### src/rtl/coin_pulse_pkg.sv
// rtl/coin_pulse_pkg.sv - shared types and helpers for the coin pulse queue
package coin_pulse_pkg;

  typedef enum logic [1:0] {
    IDLE  = 2'd0,
    PULSE = 2'd1,
    GAP   = 2'd2
  } coin_state_t;

  function automatic int max2(input int a, input int b);
    return (a > b) ? a : b;
  endfunction

endpackage

### src/rtl/coin_pulse_if.sv
// rtl/coin_pulse_if.sv - timing, request and pulse bundle between host and coin pulse queue
interface coin_pulse_if #(
  parameter int NUM_CH = 2
);
  logic              ce;
  logic              pause;
  logic [NUM_CH-1:0] raw_in;
  logic [NUM_CH-1:0] pulse_out;
  logic [NUM_CH-1:0] busy;

  modport master (output ce, pause, raw_in, input pulse_out, busy);
  modport slave  (input ce, pause, raw_in, output pulse_out, busy);
endinterface

### src/rtl/coin_pulse_ch.sv
// rtl/coin_pulse_ch.sv - one channel: synchronizer, debouncer, pending queue, pulse FSM
module coin_pulse_ch
  import coin_pulse_pkg::*;
#(
  parameter int DEB_TICKS   = 4,
  parameter int PULSE_TICKS = 6,
  parameter int GAP_TICKS   = 6,
  parameter int MAX_PEND    = 7
) (
  input  logic clk,
  input  logic reset,
  input  logic ce,
  input  logic pause,
  input  logic lockout,
  input  logic raw_in,
  output logic pulse_out,
  output logic busy
);

  localparam int DCW = $clog2(DEB_TICKS + 1);
  localparam int PEW = $clog2(MAX_PEND + 1);
  localparam int PCW = $clog2(max2(PULSE_TICKS, GAP_TICKS) + 1);

  logic [1:0]     sync_q;
  logic           s;
  logic           stable;
  logic           stable_d;
  logic [DCW-1:0] dcnt;
  logic [PEW-1:0] pend;
  logic [PCW-1:0] pcnt;
  coin_state_t    state;
  logic           press;
  logic           accept;
  logic           start;

  assign s      = sync_q[1];
  assign press  = stable & ~stable_d;
  assign accept = press & ~lockout;
  assign start  = (state == IDLE) && (pend != '0) && !pause;
  assign busy   = (pend != '0) || (state != IDLE);

  always_ff @(posedge clk) begin
    if (reset) begin
      sync_q   <= '0;
      stable   <= 1'b0;
      stable_d <= 1'b0;
      dcnt     <= '0;
      pend     <= '0;
    end else begin
      sync_q   <= {sync_q[0], raw_in};
      stable_d <= stable;
      if (s == stable) begin
        dcnt <= '0;
      end else if (ce) begin
        if (dcnt == DCW'(DEB_TICKS - 1)) begin
          stable <= s;
          dcnt   <= '0;
        end else begin
          dcnt <= dcnt + 1'b1;
        end
      end
      // simultaneous accept and start cancel out, so a full queue stays full
      if (accept && !start) begin
        if (pend != PEW'(MAX_PEND)) pend <= pend + 1'b1;
      end else if (start && !accept) begin
        pend <= pend - 1'b1;
      end
    end
  end

  always_ff @(posedge clk) begin
    if (reset) begin
      state     <= IDLE;
      pcnt      <= '0;
      pulse_out <= 1'b0;
    end else begin
      case (state)
        IDLE: begin
          if (start) begin
            state     <= PULSE;
            pcnt      <= '0;
            pulse_out <= 1'b1;
          end
        end
        PULSE: begin
          if (ce && !pause) begin
            if (pcnt == PCW'(PULSE_TICKS - 1)) begin
              state     <= GAP;
              pcnt      <= '0;
              pulse_out <= 1'b0;
            end else begin
              pcnt <= pcnt + 1'b1;
            end
          end
        end
        GAP: begin
          if (ce && !pause) begin
            if (pcnt == PCW'(GAP_TICKS - 1)) begin
              state <= IDLE;
              pcnt  <= '0;
            end else begin
              pcnt <= pcnt + 1'b1;
            end
          end
        end
        default: begin
          state     <= IDLE;
          pcnt      <= '0;
          pulse_out <= 1'b0;
        end
      endcase
    end
  end

endmodule

### src/rtl/coin_pulse_queue.sv
// rtl/coin_pulse_queue.sv - debounced, queued coin/service pulse generator (lockout input with COIN_LOCKOUT_EN)
module coin_pulse_queue
  import coin_pulse_pkg::*;
#(
  parameter int NUM_CH      = 2,
  parameter int DEB_TICKS   = 4,
  parameter int PULSE_TICKS = 6,
  parameter int GAP_TICKS   = 6,
  parameter int MAX_PEND    = 7
) (
  input  logic         clk,
  input  logic         reset,
`ifdef COIN_LOCKOUT_EN
  input  logic         lockout,
`endif
  coin_pulse_if.slave  bus
);

  logic              lockout_i;
  logic [NUM_CH-1:0] pulse_v;
  logic [NUM_CH-1:0] busy_v;

`ifdef COIN_LOCKOUT_EN
  assign lockout_i = lockout;
`else
  assign lockout_i = 1'b0;
`endif

  assign bus.pulse_out = pulse_v;
  assign bus.busy      = busy_v;

  for (genvar i = 0; i < NUM_CH; i++) begin : g_ch
    coin_pulse_ch #(
      .DEB_TICKS  (DEB_TICKS),
      .PULSE_TICKS(PULSE_TICKS),
      .GAP_TICKS  (GAP_TICKS),
      .MAX_PEND   (MAX_PEND)
    ) u_ch (
      .clk      (clk),
      .reset    (reset),
      .ce       (bus.ce),
      .pause    (bus.pause),
      .lockout  (lockout_i),
      .raw_in   (bus.raw_in[i]),
      .pulse_out(pulse_v[i]),
      .busy     (busy_v[i])
    );
  end

endmodule

### src/flat_wrapper.sv
// flat-port wrapper written by rule: the top's interface ports become plain ports
module coin_pulse_queue_flat import coin_pulse_pkg::*;
#(
  parameter int NUM_CH      = 2,
  parameter int DEB_TICKS   = 4,
  parameter int PULSE_TICKS = 6,
  parameter int GAP_TICKS   = 6,
  parameter int MAX_PEND    = 7
)
  (clk, reset, bus_ce, bus_pause, bus_raw_in, bus_pulse_out, bus_busy);
  coin_pulse_if #(.NUM_CH(NUM_CH)) bus_i ();
  input  logic clk;
  input  logic reset;
  input wire logic [$bits(bus_i.ce)-1:0] bus_ce;
  input wire logic [$bits(bus_i.pause)-1:0] bus_pause;
  input wire logic [$bits(bus_i.raw_in)-1:0] bus_raw_in;
  output wire logic [$bits(bus_i.pulse_out)-1:0] bus_pulse_out;
  output wire logic [$bits(bus_i.busy)-1:0] bus_busy;
  assign bus_i.ce = bus_ce;
  assign bus_i.pause = bus_pause;
  assign bus_i.raw_in = bus_raw_in;
  assign bus_pulse_out = bus_i.pulse_out;
  assign bus_busy = bus_i.busy;
  coin_pulse_queue #(.NUM_CH(NUM_CH), .DEB_TICKS(DEB_TICKS), .PULSE_TICKS(PULSE_TICKS), .GAP_TICKS(GAP_TICKS), .MAX_PEND(MAX_PEND)) u_core (.clk(clk), .reset(reset), .bus(bus_i));
endmodule
### config.mk
export PLATFORM = sky130hd
export DESIGN_NAME = coin_pulse_queue_flat
export DESIGN_NICKNAME = d
export VERILOG_FILES = /design/src/rtl/coin_pulse_pkg.sv /design/src/rtl/coin_pulse_if.sv /design/src/rtl/coin_pulse_ch.sv /design/src/rtl/coin_pulse_queue.sv /design/src/flat_wrapper.sv
export SDC_FILE = /design/constraint.sdc
export NUM_CORES = 1
export LEC_CHECK = 0
export ABC_AREA = 0
export BUFFER_PORTS_ARGS = -buffer_cell sky130_fd_sc_hd__buf_4
export CAP_MARGIN = 15
export CORE_MARGIN = 2
export CORE_UTILIZATION = 59
export CTS_CLUSTER_SIZE = 14
export DETAILED_ROUTE_END_ITERATION = 8
export PLACE_DENSITY = 0.78
export SLEW_MARGIN = 20
export SYNTH_ARGS = -nofsm -noshare
export SYNTH_HDL_FRONTEND = slang
export SYNTH_SLANG_ARGS = --single-unit
### constraint.sdc
create_clock -name clk -period 2.6 [get_ports clk]
set_clock_uncertainty 0.2 [all_clocks]
set_input_delay 0.26 -clock clk [delete_from_list [all_inputs] [get_ports clk]]
set_output_delay 0.26 -clock clk [all_outputs]
set_load 0.02 [all_outputs]
### Word-level counts from Yosys, hierarchy flattened

Cells that the tools add are included.

* bits in registers: 32
* output and inout port bits: 4

* $add $sub $neg: 8
* eq/ne operators: 26
* multiplexer cells: 36
* bitwise logic cells: 8
* reductions and logical operators: 38

Operator list (number)
* 3-bit two-way mux: 14
* 2-bit two-way mux: 10
* 3-bit by 1-bit adder with 3-bit output, second input constant: 6
* 2-bit inequality test, second input constant: 8
* 2-bit by 1-bit inequality test with 1-bit output, second input constant: 6
* 2-bit one-hot mux with 3 select lines: 2
* 3-bit one-hot mux with 2 select lines: 2
* 5-bit AND reduction: 2
* 1-bit logical AND: 9
* 2-bit AND reduction: 4
* 4-bit AND reduction: 2
* 2-bit nonzero test: 4
* 2-bit OR reduction: 4
* 3-bit by 2-bit == test with 1-bit output, second input constant: 2
* 3-bit == test, second input constant: 2
* 1-bit two-way mux: 6
* 3-bit inequality test, second input constant: 2
* 1-bit inverter: 6
* 1-bit one-hot mux with 3 select lines: 2
* 3-bit AND reduction: 2
* 3-bit nonzero test: 2
* 3-bit by 1-bit subtractor with 3-bit output, second input constant: 2
* 1-bit zero test: 5
* 2-bit by 1-bit == test with 1-bit output, second input constant: 2
* 5 further kinds: 10

### Logic depth before layout (Yosys ltp)

Gate-level depths: netlist (run 1).

* word-level depth: 7
* gate-level depth with buffers: 9
* depth with buffers taken out: 9

### Cells and area by module

A second synthesis (run 1) with hierarchy kept.

* cell total of the unflattened synthesis: 190
* area total of the unflattened synthesis: 1740.4 µm²

By module, submodules not included
* coin_pulse_ch (u_core.g_ch[1].u_ch): times used 1, cells each 95, area an instance 870.8 µm², seq. area each 320.3 µm²
* coin_pulse_ch (u_core.g_ch[0].u_ch): times used 1, cells each 94, area an instance 865.8 µm², seq. area each 320.3 µm²
* coin_pulse_queue: times used 1, cells each 1, area an instance 3.8 µm², seq. area each 0.0 µm²

### Worst setup path before layout (run 1)

Ideal clock, no wire load.

* kind: reg2reg
* start point: reg u_core.g_ch[0].u_ch.pend[0]
* end point: reg u_core.g_ch[0].u_ch.pend[2]
* setup time: 0.121 ns
* arrival: 1.904 ns
* slack: 0.376 ns
* stages on the path, launching flop included: 7
* clock period less this slack: 2.224 ns
* cells stage by stage: dfxtp_1 > nor3_1 > nor3_1 > nand2b_1 > fa_1 > a22oi_1 > mux2_2

* word-level cells in the longest chain between the ends: 7
* elaborated cells on any way between the ends: 15
* classes of those cells: 2 x add/sub; 2 x eq/ne; 3 x mux; 8 x reduce/logical

Ends and longest elaborated chain
* start, declared: RTL line coin_pulse_ch.sv:29 `logic [PEW-1:0] pend;`
* start signal, assigned: RTL line coin_pulse_ch.sv:64 `if (pend != PEW'(MAX_PEND)) pend <= pend + 1'b1;`
* start signal, assigned: RTL line coin_pulse_ch.sv:66 `pend <= pend - 1'b1;`
* 3-bit nonzero test: RTL line coin_pulse_ch.sv:39 `assign start = (state == IDLE) && (pend != '0) && !pause;`
* 1-bit logical AND (2 in series): RTL line coin_pulse_ch.sv:39
* 1-bit zero test: RTL line coin_pulse_ch.sv:63 `if (accept && !start) begin`
* 1-bit logical AND: RTL line coin_pulse_ch.sv:63
* 2-bit by 1-bit inequality test with 1-bit output (no line) or 2-bit nonzero test (tied branches)
* 2-bit AND reduction (no line)

Several ways; a longest one is shown, not always the timed one. The select of a mux whose other input is x is not followed.
A chain may end at the register's enable or synchronous reset.

### Final worst setup path (run 1)

Ends and elaborated chain as after synthesis.

==> results of run 1 <==
area by class of cell:
class / instances / area [sq um] / share of cell area
clock buffers: 6 / 41.3 / 0.0222
clock inverters: 1 / 5.00 / 0.00269
repair buffers: 11 / 87.6 / 0.0471
flip-flops and latches: 32 / 641 / 0.345
inverters: 7 / 26.3 / 0.0141
well taps: 31 / 38.8 / 0.0209
multi-input cells: 145 / 1020 / 0.548
worst max path at each step:
stage / endpoint
final: u_core.g_ch[0].u_ch.pend[2]$_SDFFE_PP0P_
after global routing: u_core.g_ch[0].u_ch.pend[2]$_SDFFE_PP0P_
after CTS: u_core.g_ch[1].u_ch.pend[2]$_SDFFE_PP0P_
after detailed placement: u_core.g_ch[0].u_ch.pend[2]$_SDFFE_PP0P_
after global placement: u_core.g_ch[0].u_ch.pend[2]$_SDFFE_PP0P_
after floorplan: u_core.g_ch[0].u_ch.pend[2]$_SDFFE_PP0P_
registers in the layout, indices dropped and copies added, names as in the netlist:
register,flops
u_core.g_ch.u_ch.dcnt,6
u_core.g_ch.u_ch.state,4
u_core.g_ch.u_ch.sync_q,4
u_core.g_ch.u_ch.pend,6
u_core.g_ch.u_ch.stable_d,2
u_core.g_ch.u_ch.stable,2
u_core.g_ch.u_ch.pcnt,6
u_core.g_ch.u_ch.pulse_out,2
power by group through the flow:
stage	Sequential [mW]	Combinational, mW	Clock (mW)
2_1_floorplan	0.604	0.549	0
3_3_place_gp	0.611	0.611	0
3_5_place_dp	0.616	0.642	0
4_1_cts	0.605	0.646	0.267
5_1_grt	0.615	0.714	0.287
6_report	0.604	0.643	0.254
cell usage after synthesis (2+ instances only):
library cell,instances,area (sq um)
xor2_1,2,17.5
buf_4,4,30.0
nand4_1,2,12.5
fa_1,2,40.0
o21a_1,2,15.0
o21ai_0,6,30.0
mux2i_1,6,60.1
o32ai_1,2,17.5
a21oi_1,9,45.0
nor3_1,2,10.0
nand4b_1,2,17.5
nand3_1,3,15.0
or4_1,2,15.0
clkbuf_1,4,15.0
dfxtp_1,32,641
nand2b_1,11,68.8
mux2_2,2,22.5
or2_2,2,12.5
nor2b_1,13,81.3
inv_1,7,26.3
nor2_1,16,60.1
ha_1,10,125
o31ai_1,2,15.0
nand3b_1,3,22.5
nand2_1,22,82.6
critical path, cell delays in order, from the launching register on:
cell and delay (ns):
dfxtp_1 0.36, nor3_1 0.41, nor3_1 0.15, nand2b_1 0.20, fa_1 0.44, a22oi_1 0.19
mux2_2 0.35
metrics by stage:
step / hold slack (ns) / std cells / power, mW / util / worst slack, ns
2_1_floorplan: 0.188 / 193 / 1.15 / - / 0.376
3_3_place_gp: 0.220 / 224 / 1.22 / 0.645 / 0.319
3_5_place_dp: 0.223 / 224 / 1.26 / 0.645 / 0.195
4_1_cts: 0.0658 / 233 / 1.52 / 0.668 / 0.182
5_1_grt: 0.0741 / 233 / 1.62 / 0.668 / 0.00123
6_report: 0.0749 / 233 / 1.50 / 0.668 / 0.198
logic make-up (layout without fill, tap and decap cells):
logic type                 after synthesis  in the layout
AOI/OAI and AO/OA                       36             36
muxes                                   10             10
xor gates and xnor gates                 2              2
buffers and inverters                   16             25
adders and majority gates               12             12
DFF                                     32             32
and+or+nand+nor                         85             85
routing by layer:
metal | global-route usage | share of wire | wire length [um]
met4 | 0.0598 | 0.0086 | 26
met3 | 0.0536 | 0.028 | 84
met1 | 0.245 | 0.45 | 1370
met2 | 0.338 | 0.51 | 1550
met5 | 0 | 0 | 0
layout by cell type, fill, tap and decap left out, types with 2 or more instances in the layout:
cell type,count
mux2_2,2
inv_1,7
nor2b_1,13
dlygate4sd3_1,2
o21a_1,2
nor2_1,16
fa_1,2
nand4b_1,2
clkbuf_4,5
nand2_1,22
nand4_1,2
o21ai_0,6
nand3b_1,3
or2_2,2
a21oi_1,9
o31ai_1,2
dfxtp_1,32
mux2i_1,6
xor2_1,2
nand2b_1,11
ha_1,10
or4_1,2
nor3_1,2
nand3_1,3
buf_4,9
o32ai_1,2
==> impl_metrics.yaml, run 1 <==
synthesis:
  avgSynthCellArea_sq_um: 9.00
  ys.flop_type: "dfxtp_1"
  synth-seq-cells: 32
  synthesis.area_sq_mm: 0.00174
  synth_top_family_by_area: "simple AND/OR/NAND/NOR gates"
  synth_xor_area_frac: 0.0101
  yosysSeqAreaShare: 0.369
  yosys_warnings: 0
  synth_fp_nets: 211
  muxShareOfSynthArea: 0.0627
  synthCells: 193
  synth-compound-area-share: 0.155
  synth-simple-area-share: 0.264
  ys_async_sr_fraction: 0
  synth-edff-count: 0
  synthAdderAreaFrac: 0.0951
  yosysUniqueCellTypes: 50
routing:
  drc: 0
  routed_wl_um: 3030
  ant_nets: 0
  drt_iter0_drc: 49
  vias: 1319
  wl_per_cell_um: 13.0
  avgViaCountPerCell: 5.66
  drtPass1Iterations: 4
run:
  cap_violations: 0
worst_hold_path:
  min_to: "u_core.g_ch[1].u_ch.dcnt[1]$_SDFFE_PP0P_"
  hold_class: "input pin to register"
  hp-start: "bus_ce"
  hold_depth: 3
worst_setup_path:
  r2r_end: "u_core.g_ch[0].u_ch.pend[2]$_SDFFE_PP0P_"
  cp.required_ns: 2.62
  worstSetupStartpointType: "register"
  worstPathArrival_ns: 2.42
  r2r_start: "u_core.g_ch[0].u_ch.pend[0]$_SDFFE_PP0P_"
  path_max_fanout: 5
  reg2reg_depth: 6
  worstSetupEndpointType: "register"
  crit_start: "u_core.g_ch[0].u_ch.pend[0]$_SDFFE_PP0P_"
  r2r_slack_ns: 0.20
  critical_path_class: "register to register"
die:
  die_w_um: 58.3
  ios: 10
  dieArea_sq_mm: 0.00339
  initial_core_util: 0.624
  die_height_um: 58.3
  rows: 19
  coreArea_sq_mm: 0.00278
cells_and_area:
  antenna_cells: 0
  drive_gt1_frac: 0.134
  syn_to_final_growth_pct: 7.06
  nets: 220
  design_area_sq_mm: 0.00186
  fillerInstances: 240
sta:
  max_freq_ghz: 0.416
  setup-tns-final_ns: 0
  timing_worst_slew_pin_value_ns: 0.524
  rsz0062_at_grt: "no"
  final-setup-viol-count: 0
  finalHoldViolCount: 0
  post-route-period-util: 0.924
  slew_headroom: 0.650
  finalMaxSlewViolations: 0
  period_needed_ns: 2.40
pwr:
  power.density_mw_per_mm2: 807
  p_leak_nw: 0.728
  internal-power_mw: 0.931
  p_sw_mw: 0.570
  p_clk_frac: 0.169
  swShare: 0.380
  p_seq_frac: 0.402
  peakVddDrop_mv: 0.507
  p_comb_frac: 0.429
clock_network:
  hold_buffers: 2
  cts_tree: "done"
  clock_sinks: 32
  cts.clk_slew.worst_paths_ns: 0.09
  postCtsSetupRepairBufs: 0
  cts_max_level: 2
  clk_latency_ns: 0.32
  root_buffer: "clkbuf_4"
  postCtsResizedCells: 0
  cts_buffers: 5
  cts.path.max_buffers: 2
grt:
  grt_use_total: 0.198
  grt.overflow.total: 0
  grt_pass1_vias: 1232
  grt_max_degree: 27
  antenna_found_initial: 0
  grt_pass1_wl_um: 5150
status:
  status: "finished clean"
placed_design:
  gp_congestion: 0.801
  placed_cell_area_sq_mm: 0.00179
  numPortBuffers: 9
  hpwl_um: 2220
Power figures use the tool's default switching activity.
==> run 2: changes to the inputs <==
--- a/config.mk
+++ b/config.mk
@@ -9,10 +9,10 @@
 export BUFFER_PORTS_ARGS = -buffer_cell sky130_fd_sc_hd__buf_4
 export CAP_MARGIN = 15
 export CORE_MARGIN = 2
-export CORE_UTILIZATION = 59
+export CORE_UTILIZATION = 52
 export CTS_CLUSTER_SIZE = 14
 export DETAILED_ROUTE_END_ITERATION = 8
-export PLACE_DENSITY = 0.78
+export PLACE_DENSITY = 0.7
 export SLEW_MARGIN = 20
 export SYNTH_ARGS = -nofsm -noshare
 export SYNTH_HDL_FRONTEND = slang
==> run 2 against run 1 <==
  * Hold slack got worse by 0.026 ns
  * Sequential share of layout area is 0.93 points lower
  * Flip-flop and latch count is the same
  * First-iteration DRC count grew 33%
  * Sequential power barely moved
  * Critical path depth is the same
  * Utilization down 5.3 points
  * Clock power increased by 46%
  * Non-clock buffer count did not move
==> impl_metrics.yaml, run 2 (synthesis gave the netlist of run 1 again) <==
placed_design:
  place_ws_ns: 0.185
  placed_cell_area_sq_mm: 0.00181
  gp_congestion: 0.718
  numPortBuffers: 9
  placed_cells: 237
  hpwl_um: 2190
worst_setup_path:
  r2r_slack_ns: 0.17
  max_stage_delay_ns: 0.46
  crit_start: "u_core.g_ch[0].u_ch.pend[0]$_SDFFE_PP0P_"
  worstPathArrival_ns: 2.46
  worstSetupStartpointType: "register"
  critPathSlowestCell: "nor3_1"
  cp.required_ns: 2.63
  path_max_fanout: 5
  critical_path_class: "register to register"
  worstSetupEndpointType: "register"
  crit_buf_inv: 0
  crit_end: "u_core.g_ch[0].u_ch.pend[2]$_SDFFE_PP0P_"
  cp.depth: 6
  critical_path.top_delay_family: "simple AND/OR/NAND/NOR gates"
  path_cells: "nor3_1 > nor3_2 > nand2b_1 > fa_1 > a22oi_1 > mux2_2"
  r2r_start: "u_core.g_ch[0].u_ch.pend[0]$_SDFFE_PP0P_"
  r2r_end: "u_core.g_ch[0].u_ch.pend[2]$_SDFFE_PP0P_"
  reg2reg_depth: 6
sta:
  final-setup-viol-count: 0
  max_freq_ghz: 0.411
  finalHoldViolCount: 0
  setup-tns-final_ns: 0
  timing_worst_slew_pin_value_ns: 0.526
  post-route-period-util: 0.935
  period_needed_ns: 2.43
  slew_headroom: 0.649
  rsz0062_at_grt: "no"
  fin_ws_ns: 0.170
  hold_slack_ns: 0.0488
  finalMaxSlewViolations: 0
cells_and_area:
  antenna_cells: 0
  layout_common_cells: "dfxtp_1 (32), nand2_1 (22), nor2_1 (16)"
  nets: 220
  finish.utilization: 0.616
  drive_gt1_frac: 0.143
  layout_commonest_cell: "dfxtp_1"
  reg_top3: "u_core.g_ch.u_ch.dcnt (6), u_core.g_ch.u_ch.pcnt (6), u_core.g_ch.u_ch.pend (6)"
  design_area_sq_mm: 0.00191
  fillerInstances: 299
  fin_cells: 247
  syn_to_final_growth_pct: 10.0
routing:
  ant_nets: 0
  vias: 1360
  wl_per_cell_um: 12.4
  routed_wl_um: 3060
  avgViaCountPerCell: 5.51
  drtPass1Iterations: 4
  drt_iter0_drc: 65
  drc: 0
clock_network:
  postCtsSetupRepairBufs: 0
  cts_max_level: 2
  cts.clk_slew.worst_paths_ns: 0.10
  root_buffer: "clkbuf_4"
  cts_tree: "done"
  clk_latency_ns: 0.33
  clock_sinks: 32
  cts_buffers: 5
  cts.path.max_buffers: 2
die:
  die_w_um: 61.8
  die_height_um: 61.8
  ios: 10
  coreArea_sq_mm: 0.00310
  dieArea_sq_mm: 0.00382
  initial_core_util: 0.560
  rows: 20
worst_hold_path:
  hold_class: "input pin to register"
pwr:
  p_leak_nw: 0.744
  peakVddDrop_mv: 0.582
  power.density_mw_per_mm2: 854
  total_power_mw: 1.63
grt:
  grt.overflow.total: 0
  grt_pass1_wl_um: 5120
  antenna_found_initial: 0
  grt.met1_usage: 0.192
  grt_max_degree: 27
  busiest_layer: "met2"
  grt_pass1_vias: 1305
  use_met3: 0.0580
  grt_use_total: 0.186
  use_met2: 0.332
status:
  status: "finished clean"
run:
  cap_violations: 0
[run 2: cell type report]
class | instances | area (sq um) | share of cell area
clock inverters | 2 | 35.0 | 0.0183
repair buffers | 11 | 87.6 | 0.0458
multi-input cells | 145 | 1020 | 0.536
well taps | 44 | 55.1 | 0.0288
inverters | 7 | 26.3 | 0.0138
flip-flops and latches | 32 | 641 | 0.335
clock buffers | 6 | 41.3 | 0.0216
[run 2: repair_timing]
| action | CTS | global route |
|---|---|---|
| setup endpoints to repair | 0 | 1 |
| endpoints found under the hold margin | 2 | 0 |
| gates resized for setup | 0 | 1 |
| hold buffers | 2 | 0 |
[run 2: worst min path at each step]
stage / from / end / slack (ns) / depth (start not counted)
after floorplan: bus_raw_in[0] / u_core.g_ch[0].u_ch.sync_q[0]$_SDFF_PP0_ / 0.19 / 1
after global placement: u_core.g_ch[0].u_ch.sync_q[0]$_SDFF_PP0_ / u_core.g_ch[0].u_ch.sync_q[1]$_SDFF_PP0_ / 0.22 / 1
after detailed placement: u_core.g_ch[0].u_ch.sync_q[0]$_SDFF_PP0_ / u_core.g_ch[0].u_ch.sync_q[1]$_SDFF_PP0_ / 0.23 / 1
after CTS: bus_ce / u_core.g_ch[1].u_ch.dcnt[1]$_SDFFE_PP0P_ / 0.04 / 3
after global routing: bus_ce / u_core.g_ch[1].u_ch.dcnt[0]$_SDFFE_PP0P_ / 0.05 / 3
final: bus_ce / u_core.g_ch[1].u_ch.dcnt[1]$_SDFFE_PP0P_ / 0.05 / 3
[run 2: routing by layer]
layer	vias up	wire (um)
li1	686	-
met1	650	1430
met2	15	1480
met3	9	91
met4	0	65
met5	-	0
[run 2: worst register-to-register path, stage by stage, from the launching register on]
cell	delay (ns)
dfxtp_1	0.36
nor3_1	0.46
nor3_2	0.11
nand2b_1	0.19
fa_1	0.44
a22oi_1	0.21
mux2_2	0.35
[run 2: power breakdown]
part | switching, mW | leakage (nW) | internal, mW
clock network | 0.170 | 0.0422 | 0.201
logic | 0.370 | 0.443 | 0.283
registers | 0.0553 | 0.260 | 0.551
total | 0.595 | 0.744 | 1.04
==> run 3: changes to the inputs <==
--- a/config.mk
+++ b/config.mk
@@ -10,10 +10,11 @@
 export CAP_MARGIN = 15
 export CORE_MARGIN = 2
 export CORE_UTILIZATION = 52
-export CTS_CLUSTER_SIZE = 14
+export CTS_CLUSTER_SIZE = 25
 export DETAILED_ROUTE_END_ITERATION = 8
 export PLACE_DENSITY = 0.7
 export SLEW_MARGIN = 20
 export SYNTH_ARGS = -nofsm -noshare
 export SYNTH_HDL_FRONTEND = slang
+export SYNTH_HIERARCHICAL = 1
 export SYNTH_SLANG_ARGS = --single-unit
==> run 3 against run 2 <==
  * Sequential share of layout area fell by 1.1 points
  * Cell count rose by 2.8%
  * First-iteration DRC count rose by 7.7%
  * Clock power rose by 3%
  * Via count rose by 3.1%
  * Critical path depth rose by 3
  * Utilization fell by 1.5 points
  * Largest cell class unchanged
==> impl_metrics.yaml, run 3 <==
synthesis:
  ys_async_sr_fraction: 0
  yosysUniqueCellTypes: 37
  ys_top_cells_by_area: "dfxtp_1 (37%), ha_1 (7.2%), nand2_1 (5.2%)"
  synthesis.area_sq_mm: 0.00174
  synthCells: 190
  avgSynthCellArea_sq_um: 9.16
  ys.flop_type: "dfxtp_1"
  synth-edff-count: 0
  yosysMostFrequentCell: "dfxtp_1"
  synth_top_area_frac: 0.368
  yosysSeqAreaShare: 0.368
  synth_common_cells: "dfxtp_1 (32), nand2_1 (24), nor2_1 (16), inv_1 (15), ha_1 (10)"
  synth-seq-cells: 32
  yosys_warnings: 6
  yosys.area.top_type: "dfxtp_1"
sta:
  final-setup-viol-count: 0
  max_freq_ghz: 0.406
  post-route-period-util: 0.947
  period_needed_ns: 2.46
  finalHoldViolCount: 0
  finalMaxSlewViolations: 0
  fin_ws_ns: 0.137
  rsz0062_at_grt: "no"
  setup-tns-final_ns: 0
cells_and_area:
  layout_commonest_cell: "dfxtp_1"
  layout_common_cells: "dfxtp_1 (32), nand2_1 (24), nor2_1 (16)"
  finish.utilization: 0.601
  syn_to_final_growth_pct: 13.4
  design_area_sq_mm: 0.00197
  nets: 225
  antenna_cells: 0
  drive_gt1_frac: 0.149
  reg_top3: "u_core/g_ch.u_ch/dcnt (6), u_core/g_ch.u_ch/pcnt (6), u_core/g_ch.u_ch/pend (6)"
die:
  die_height_um: 61.9
  die_w_um: 61.9
  ios: 10
  initial_core_util: 0.530
  rows: 21
  dieArea_sq_mm: 0.00383
  coreArea_sq_mm: 0.00328
clock_network:
  clock_sinks: 32
  root_buffer: "clkbuf_4"
  cts_max_level: 2
  cts.path.max_buffers: 2
  cts_tree: "done"
  cts_buffers: 5
  cts.clk_slew.worst_paths_ns: 0.11
  clk_latency_ns: 0.34
  postCtsSetupRepairBufs: 0
status:
  status: "finished clean"
routing:
  drt_iter0_drc: 70
  drtPass1Iterations: 4
  vias: 1402
  avgViaCountPerCell: 5.52
  drc: 0
  ant_nets: 0
  routed_wl_um: 3210
  wl_per_cell_um: 12.6
worst_setup_path:
  worstPathArrival_ns: 2.52
  worstSetupEndpointType: "register"
  cp.required_ns: 2.66
  critical_path_class: "register to register"
  path_cells: "inv_1 > ha_1 > nand2b_1 > o21a_4 > inv_1 > fa_1 > nor4_2 > a211oi_1 > a211oi_1"
  critPathSlowestCell: "fa_1"
  max_stage_delay_ns: 0.41
  path_max_fanout: 4
  worstSetupStartpointType: "register"
grt:
  grt_use_total: 0.195
  grt_pass1_wl_um: 5450
  grt_pass1_vias: 1316
  grt_max_degree: 29
  antenna_found_initial: 0
  grt.overflow.total: 0
pwr:
  p_seq_frac: 0.404
  p_sw_mw: 0.467
  total_power_mw: 1.37
  swShare: 0.342
  p_clk_frac: 0.281
  power.density_mw_per_mm2: 692
  p_comb_frac: 0.316
  internal-power_mw: 0.899
  peakVddDrop_mv: 0.300
  p_leak_nw: 0.772
placed_design:
  placed_cell_area_sq_mm: 0.00186
  gp_congestion: 0.734
  hpwl_um: 2280
  place_ws_ns: 0.123
  numPortBuffers: 9
worst_hold_path:
  hold_class: "input pin to register"
run:
  cap_violations: 0
[run 3: cell types whose count changed after synthesis, sizes merged, moves of 4 or more]
cell / previous run / this run
inv: 7 / 15
buf: 5 / 0
o21ai: 7 / 2
a21oi: 10 / 5
nor2b: 14 / 8
nor4: 0 / 4
[run 3: worst max-delay path: cells and delay by family (launching register included)]
| family | cells | cell delay (ns) |
|---|---|---|
| AO/OA/AOI/OAI | 3 | 0.48 |
| flip-flops | 1 | 0.37 |
| buffers and inverters | 2 | 0.14 |
| AND/OR/NAND/NOR | 2 | 0.53 |
| adder cells (fa/ha/maj) | 2 | 0.67 |
[run 3: metal layers]
| metal | up-vias | wire length [um] | GRT usage | share of wire |
|---|---|---|---|---|
| li1 | 704 | - | - | - |
| met1 | 668 | 1390 | 0.219 | 0.43 |
| met2 | 24 | 1650 | 0.343 | 0.51 |
| met3 | 6 | 122 | 0.0642 | 0.038 |
| met4 | 0 | 44 | 0.0729 | 0.014 |
| met5 | - | 0 | 0 | 0 |
[run 3: kinds of logic (layout without fill, tap and decap cells)]
group,Yosys count,count (layout),synth area share
xor+xnor,2,2,0.0101
mux,10,10,0.0633
flops,32,32,0.368
fa+ha+maj,12,12,0.0949
buf+inv,17,34,0.0367
compound gates,35,35,0.168
simple gates,81,81,0.257
other cells,1,2,0.00215
[run 3: final cells by class]
cell class	instances	area, sq um
multi-input combinational	142	1050
tap	46	57.6
sequential	32	641
timing repair buffer	11	87.6
clock inverter	3	42.5
fill	294	1310
inverter	15	56.3
clock buffer	5	37.5
[run 3: timing repair]
item	CTS	global route
setup endpoints to repair	0	2
endpoints found under the hold margin	2	0
hold buffers	2	0
resized for setup	0	2
[run 3: final timing paths]
path	startpoint	endpoint	slack (ns)	cells past startpoint
worst max-delay path	u_core/g_ch[0].u_ch/state[0]$_SDFFE_PP0P_	u_core/g_ch[0].u_ch/pend[2]$_SDFFE_PP0P_	0.14	9
worst min-delay path	bus_ce	u_core/g_ch[1].u_ch/dcnt[1]$_SDFFE_PP0P_	0.04	3
worst max register to register	u_core/g_ch[0].u_ch/state[0]$_SDFFE_PP0P_	u_core/g_ch[0].u_ch/pend[2]$_SDFFE_PP0P_	0.14	9
worst min register to register	u_core/g_ch[1].u_ch/sync_q[0]$_SDFF_PP0_	u_core/g_ch[1].u_ch/sync_q[1]$_SDFF_PP0_	0.24	1
[run 3: stage by stage]
step / std cells / hold WS, ns
global placement: 244 / 0.231
global route: 254 / 0.0380
CTS: 254 / 0.0299
finish: 254 / 0.0406
detailed placement: 244 / 0.228
floorplan: 191 / 0.188
[run 3: power by group through the flow]
stage               clock, mW  combinational, mW  sequential, mW
finish                  0.383              0.432           0.551
global route            0.427              0.481           0.555
CTS                     0.396              0.426           0.551
detailed placement          0              0.421           0.563
global placement            0              0.406           0.560
floorplan                   0              0.314           0.561
